## src/rtl/mac_accumulator.sv

```systemverilog
// mac_accumulator: saturating sum of N_TERMS 4-bit products per frame,
// with valid/ready handshakes on both the product and the result side.
module mac_accumulator #(
  parameter int ACC_W   = 8,
  parameter int N_TERMS = 4
) (
  input  logic             clk_i,
  input  logic             rst_ni,
  input  logic             clr_i,
  input  logic             in_valid_i,
  input  logic [3:0]       p_i,
  output logic             in_ready_o,
  output logic [ACC_W-1:0] acc_o,
  output logic             out_valid_o,
  input  logic             out_ready_i,
  output logic             ovf_o
);

  localparam int CNT_W = $clog2(N_TERMS + 1);
  localparam logic [CNT_W-1:0] LAST = CNT_W'(N_TERMS - 1);

  typedef enum logic {
    ACCUM = 1'b0,
    DONE  = 1'b1
  } state_e;

  state_e           state_q, state_d;
  logic [ACC_W-1:0] acc_q, acc_d;
  logic [CNT_W-1:0] cnt_q, cnt_d;
  logic             ovf_q, ovf_d;

  logic             in_ready;
  logic             accept;
  logic             last;
  logic             ovr;
  logic [ACC_W:0]   sum;

  // State register
  always_ff @(posedge clk_i or negedge rst_ni) begin
    if (!rst_ni) begin
      state_q <= ACCUM;
    end else begin
      state_q <= state_d;
    end
  end

  // Next state: abort wins, then result handshake, then final accept
  always_comb begin
    state_d = state_q;
    if (clr_i) begin
      state_d = ACCUM;
    end else begin
      unique case (state_q)
        ACCUM: if (accept && last) state_d = DONE;
        DONE:  if (out_ready_i)    state_d = ACCUM;
        default: state_d = ACCUM;
      endcase
    end
  end

  // Outputs: everything but in_ready comes straight from registers
  always_comb begin
    in_ready    = (state_q == ACCUM) & ~clr_i;
    in_ready_o  = in_ready;
    out_valid_o = (state_q == DONE);
    acc_o       = acc_q;
    ovf_o       = ovf_q;
  end

  // Datapath next values: saturating add and term counting
  always_comb begin
    accept = in_valid_i & in_ready;
    last   = (cnt_q == LAST);
    sum    = {1'b0, acc_q} + (ACC_W + 1)'(p_i);
    ovr    = sum[ACC_W];
    acc_d  = acc_q;
    cnt_d  = cnt_q;
    ovf_d  = ovf_q;
    if (clr_i) begin
      acc_d = '0;
      cnt_d = '0;
      ovf_d = 1'b0;
    end else if (state_q == DONE && out_ready_i) begin
      acc_d = '0;
      ovf_d = 1'b0;
    end else if (accept) begin
      acc_d = ovr ? '1 : sum[ACC_W-1:0];
      ovf_d = ovf_q | ovr;
      cnt_d = last ? '0 : cnt_q + CNT_W'(1);
    end
  end

  // Datapath registers
  always_ff @(posedge clk_i or negedge rst_ni) begin
    if (!rst_ni) begin
      acc_q <= '0;
      cnt_q <= '0;
      ovf_q <= 1'b0;
    end else begin
      acc_q <= acc_d;
      cnt_q <= cnt_d;
      ovf_q <= ovf_d;
    end
  end

endmodule

```

## config.mk

```make
export PLATFORM = sky130hd
export DESIGN_NAME = mac_accumulator
export DESIGN_NICKNAME = d
export VERILOG_FILES = /design/src/rtl/mac_accumulator.sv
export SDC_FILE = /design/constraint.sdc
export NUM_CORES = 1
export LEC_CHECK = 0
export ABC_AREA = 1
export CAP_MARGIN = 20
export CORE_MARGIN = 2
export CORE_UTILIZATION = 52
export CTS_CLUSTER_SIZE = 25
export DETAILED_ROUTE_END_ITERATION = 10
export PLACE_DENSITY = 0.82
export SKIP_CTS_REPAIR_TIMING = 1
export SLEW_MARGIN = 25
export SYNTH_ARGS = -nofsm -noshare
export SYNTH_HDL_FRONTEND = slang
export SYNTH_SLANG_ARGS = --single-unit
```

## constraint.sdc

```tcl
create_clock -name clk_i -period 4.3 [get_ports clk_i]
set_input_delay 0.43 -clock clk_i [delete_from_list [all_inputs] [get_ports clk_i]]
set_output_delay 0.43 -clock clk_i [all_outputs]
set_load 0.005 [all_outputs]
```

==> results of run 1 <==
## final cells by class
type | instances | area [µm²] | share of cell area (%)
repair buffers | 19 | 190 | 17.2
multi-input cells | 80 | 487 | 44.1
flip-flops and latches | 13 | 325 | 29.5
well taps | 16 | 20.0 | 1.81
inverters | 14 | 55.1 | 4.99
clock buffers | 4 | 26.3 | 2.38
## worst max-delay path: stages
cell and delay [ps]:
clkdlybuf4s50_1 460, nor2_4 160, clkdlybuf4s50_1 510
## report_power, final
group	switching, W	internal [W]	total, W
Clock	0.0000397	0.0000360	0.0000757
Sequential	0.0000116	0.000131	0.000143
Combinational	0.0000433	0.0000409	0.0000842
Total	0.0000946	0.000208	0.000303
## cells by family after synthesis
logic type | share of synthesized area [%]
DFF | 37.2
AOI/OAI and AO/OA | 6.87
and+or+nand+nor | 38.3
buffers and inverters | 7.15
xor gates and xnor gates | 1.00
adders and majority gates | 9.44
## layer usage
metal,share of wire (%),up-vias,global-route usage (%)
met5,0,-,0
met4,0.90,0,7.65
met3,4.1,3,5.20
met2,52,22,36.9
met1,43,383,27.8
li1,-,396,-
## cell usage in the layout, fill, tap and decap left out, drive strengths merged, types with 2 or more instances in the layout
cell	n
nand3	20
nor2	7
clkdlybuf4s50	19
o21ai	4
ha	5
clkbuf	4
nand2	33
nand4	2
dfrtp	13
inv	14
a21oi	2
o211ai	3
## sequential cells by signal, summed over array words and instances, names as in the netlist
name         flops
ovf_o            1
acc_o            8
cnt_q            3
out_valid_o      1
## worst paths after layout
kind	end	start	cells past startpoint
worst min register to register	cnt_q[0]	cnt_q[0]	1
worst min-delay path	cnt_q[0]	cnt_q[0]	1
worst max-delay path	in_ready_o	clr_i	3
max in group asynchronous	acc_o[5]	rst_ni	1
min in group asynchronous	acc_o[0]	rst_ni	1
worst max register to register	acc_o[7]	acc_o[0]	8
## per-stage QoR
stage	setup slack, ps	total power [W]	cell area, µm²	hold slack (ps)
floorplan	2710	0.000193	875	134
global placement	2220	0.000226	1080	482
detailed placement	2190	0.000229	1080	504
CTS	2300	0.000305	1100	518
global route	2250	0.000322	1100	549
finish	2310	0.000303	1100	510
==> summary.txt, run 1 <==
Global routing
  – Antenna violations before repair: 0
  – Vias in the first global route: 797
  – Largest net degree at the start of global routing: 14
  – Total gr overflow: 0
  – Tot GR Track Use: between 20 and 25%
  – Global-route wire length before repair: approximately 3300 µm

Timing
  – Max-slew violation count: 0
  – Fmax: 503 MHz
  – Final critical-path required period: a little under 2000 ps
  – Final setup TNS: 0 ps
  – Relative slew slack: a little over 60%
  – Period Utilization, post-route: approximately 46%
  – Hold Vio Cnt, Final: 0
  – Slew at the pin with the worst max-slew slack: 591 ps
  – Setup-failing EPs final: 0
  – Worst Skew: 3.70 ps
  – RSZ-0062 raised after global routing: false

CTS
  – TritonCTS buffer count: 3
  – TritonCTS clock tree: done
  – Htree depth: 1
  – CTS Sinks: 13
  – Root Buffer: clkbuf_4
  – Reg clk slew, reported paths: around 80 ps
  – CTS Buffer Depth: 2
  – Insertion delay to the later sink of the worst-skew pair: 280 ps

Logic synthesis
  – Async SR Flop Fraction: 100%
  – Mapped Nets: 123
  – Synth warn: 0
  – Dominant cells by area after synthesis: dfrtp_1, nand2_1, nand3_1, ha_1, inv_1
  – Most frequent cells after synthesis: nand2_1, nand3_1, dfrtp_1
  – Register area share after synthesis: 37.2%
  – Yosys reg bits: 13
  – Share of the synthesized area in the top cell type: 37.2%
  – Post-Syn Area: about 900 µm²
  – Synth unique cells: 23
  – Most frequent cell after synthesis: nand2_1
  – Yosys top cell by area: dfrtp_1
  – Synthesized area per cell: around 8.1 µm²
  – Post-synth top flop: dfrtp_1
  – Post-synth EDFFs: 0
  – Syn Inst Count: 108

Place
  – PortBufs: 19
  – Placed insts: ~140
  – Post-DP HPWL: 1470 µm
  – Gpl congestion: between 0.8 and 0.9

Drt
  – Vias per inst: roughly 5.5
  – Initial drt markers: 12
  – Post-route ant nets: 0
  – DRC viols: 0
  – Final WL: 1890 µm
  – Routed WL per cell: 13.0 µm
  – DR vias: 804
  – Pre-Repair DR Iteration Count: 4

Final layout
  – Layout Utilization: between 70% and 80%
  – N_diodes: 0
  – Layout cells sized above 1: a little over a tenth
  – Fill cells: 123
  – NumNets Final: approximately 150
  – Finished Layout Cells: 146
  – Area Growth Syn to Fin: 26.2%

Floorplanning
  – Die area: 0.00203 mm²
  – Chip height: 45.0 µm
  – Io pins: 20
  – Die X-Extent: around 45 µm
  – Core Region: 0.00154 mm²
  – FP Rows: 14
  – Initial Util: 56.7%

Critical path
  – Required time worst endpoint: 3870 ps
  – Peak fanout along the critical path: 2
  – Crit path DAT: between 1500 and 2000 ps
  – Worst Setup End Kind: output pin
  – Worst Setup Start Kind: input pin
  – Crit path kind: input pin to output pin
  – R2r setup slk: 2630 ps

Hold path
  – Worst min-delay path class: flip-flop to flip-flop

Power and ir drop
  – Leak Pwr: 0.584 nW
  – Max IR drop VDD: 0.172 mV
  – PD cells: about 270 mW/mm²

Run status
  – Status: finished, final reports clean

Run
  – Max cap viols: 0
(Power assumes the default switching activity.)
==> run 2, diff against run 1 <==
CORE_UTILIZATION = 44   (was 52)
PLACE_DENSITY = 0.74   (was 0.82)
clock period = 1.8 ns   (was 4.3 ns; I/O delays follow)
==> summary.txt, run 2 (synthesis gave the netlist of run 1 again) <==
Run status
  – Status: finished, final reports clean

Final layout
  – Final instance area: 0.00112 mm² (+1.9%)
  – N_diodes: 0 (unchanged)
  – Area Growth Syn to Fin: 28.6%
  – Finished Layout Cells: 158 (+8.2%)
  – NumNets Final: 147 (+0.68%)
  – Most frequent cells in the layout: nand2_1, nand3_1, clkdlybuf4s50_1, dfrtp_1, inv_1
  – Number of flip-flops in the largest register: 8 (unchanged)
  – Commonest non-fill, non-tap cell in the layout: nand2_1
  – Layout cells sized above 1: 11.5% (+0.68 points)
  – Layout Utilization: 58.5% (-13 points)

Global routing
  – Global-route wire length before repair: 3140 µm (-4.4%)
  – Vias in the first global route: 730 (-8.4%)
  – Total gr overflow: 0 (unchanged)
  – Tot GR Track Use: 16.7% (-5.4 points)
  – Largest net degree at the start of global routing: 14 (unchanged)
  – Antenna violations before repair: 0 (unchanged)

CTS
  – Root Buffer: clkbuf_4
  – TritonCTS clock tree: done
  – CTS Buffer Depth: 2 (unchanged)
  – TritonCTS buffer count: 3 (unchanged)
  – Htree depth: 1 (unchanged)
  – Reg clk slew, reported paths: 80 ps (about the same)
  – CTS Sinks: 13 (unchanged)
  – Insertion delay to the later sink of the worst-skew pair: 280 ps (about the same)

Critical path
  – Worst Setup End Kind: output pin
  – Crit path cell chain: clkdlybuf4s50_1
  – Crit path max-delay family: flip-flops
  – CP max stage delay: 580 ps (+70 ps)
  – Peak fanout along the critical path: 10 (+8)
  – Required time worst endpoint: 1620 ps (-2250 ps)
  – Critical path buffers and inverters: 1 (-1)
  – Worst Setup Start Kind: flip-flop
  – Crit path kind: flip-flop to output pin
  – Slowest CP cell: dfrtp_1
  – Crit path DAT: 1430 ps (-130 ps)
  – R2r setup slk: 200 ps (-2430 ps)
  – Critical path origin: acc_o[4]
  – Reg2reg start: acc_o[0]

Run
  – Max cap viols: 0 (unchanged)

Floorplanning
  – Core Region: 0.00192 mm² (+25%)
  – Die X-Extent: 48.6 µm (+7.9%)
  – FP Rows: 16 (+2)
  – Die area: 0.00236 mm² (+17%)
  – Io pins: 20 (unchanged)
  – Initial Util: 45.5% (-11 points)
  – Chip height: 48.6 µm (+7.9%)

Place
  – Gpl congestion: 0.884 (+6.9%)
  – Placed insts: 154 (+8.5%)
  – PortBufs: 19 (unchanged)
  – Placed cell areas: 0.00110 mm² (+2.0%)
  – Post-DP HPWL: 1320 µm (-10%)

Drt
  – Initial drt markers: 15 (+3)
  – Routed WL per cell: 11.0 µm (-15%)
  – Pre-Repair DR Iteration Count: 4 (unchanged)
  – DRC viols: 0 (unchanged)
  – Post-route ant nets: 0 (unchanged)
  – Final WL: 1740 µm (-8.0%)
  – Vias per inst: 4.96 (-9.9%)
  – DR vias: 784 (-2.5%)

Timing
  – Fmax: roughly 620 MHz
  – Relative slew slack: 59.2% (-1.3 points)
  – Period Utilization, post-route: 89.7%
  – Max-slew violation count: 0 (unchanged)
  – Hold Vio Cnt, Final: 0 (unchanged)
  – Worst hold margin: 280 ps (-230 ps)
  – Final critical-path required period: ~1600 ps
  – Slew at the pin with the worst max-slew slack: 610 ps (+18.9 ps)
  – RSZ-0062 raised after global routing: false
  – Worst Skew: 2.43 ps (-1.27 ps)
  – Setup-failing EPs final: 0 (unchanged)

Power and ir drop
  – Leak Pwr: 0.590 nW (+0.90%)
  – Pwr Total: 0.000724 W (+140%)
  – Max IR drop VDD: 0.425 mV (+150%)
  – PD cells: 643 mW/mm² (+130%)

Hold path
  – Worst min-delay path class: input pin to async pin
[run 2: worst paths after layout]
check | endpoint | cells past startpoint
worst max register to register | acc_o[7] | 8
min in group clk_i | cnt_q[0] | 1
max in group asynchronous | acc_o[2] | 1
worst min register to register | cnt_q[0] | 1
worst min-delay path | acc_o[5] | 1
worst max-delay path | acc_o[4] | 1
[run 2: metal layers]
metal  vias up  global-route usage, %  part of all wire, %  routed length [µm]
li1        399                      -                    -                   -
met1       360                   21.2                   46                 801
met2        21                   27.5                   47                 824
met3         4                   3.40                  5.1                  89
met4         0                   7.14                  1.5                  26
met5         -                      0                    0                   0
[run 2: area by class of cell]
| class | count | area [µm²] |
|---|---|---|
| Fill cell | 191 | 797 |
| Multi-Input combinational cell | 80 | 487 |
| Sequential cell | 13 | 325 |
| Timing Repair Buffer | 20 | 198 |
| Inverter | 14 | 55.1 |
| Tap cell | 27 | 33.8 |
| Clock buffer | 4 | 26.3 |
[run 2: stage by stage]
| step | TNS (ps) | worst slack (ps) |
|---|---|---|
| 2_1_floorplan | 0 | 248 |
| 3_3_place_gp | 0 | 17.7 |
| 3_5_place_dp | -50.8 | -19.4 |
| 4_1_cts | 0 | 171 |
| 5_1_grt | 0 | 83.0 |
| 6_report | 0 | 186 |
[run 2: power by group]
| group | switching (W) | internal (W) | total [W] | leakage (nW) |
|---|---|---|---|---|
| clock | 0.0000963 | 0.0000860 | 0.000182 | 0.0150 |
| sequential | 0.0000273 | 0.000313 | 0.000340 | 0.176 |
| combinational | 0.000101 | 0.0000995 | 0.000201 | 0.398 |
| total | 0.000225 | 0.000499 | 0.000724 | 0.590 |
==> run 3, diff against run 2 <==
CAP_MARGIN = 10   (was 20)
==> results of run 3 <==
Same layout as run 2: the final DEF is identical, and so are final timing and power.
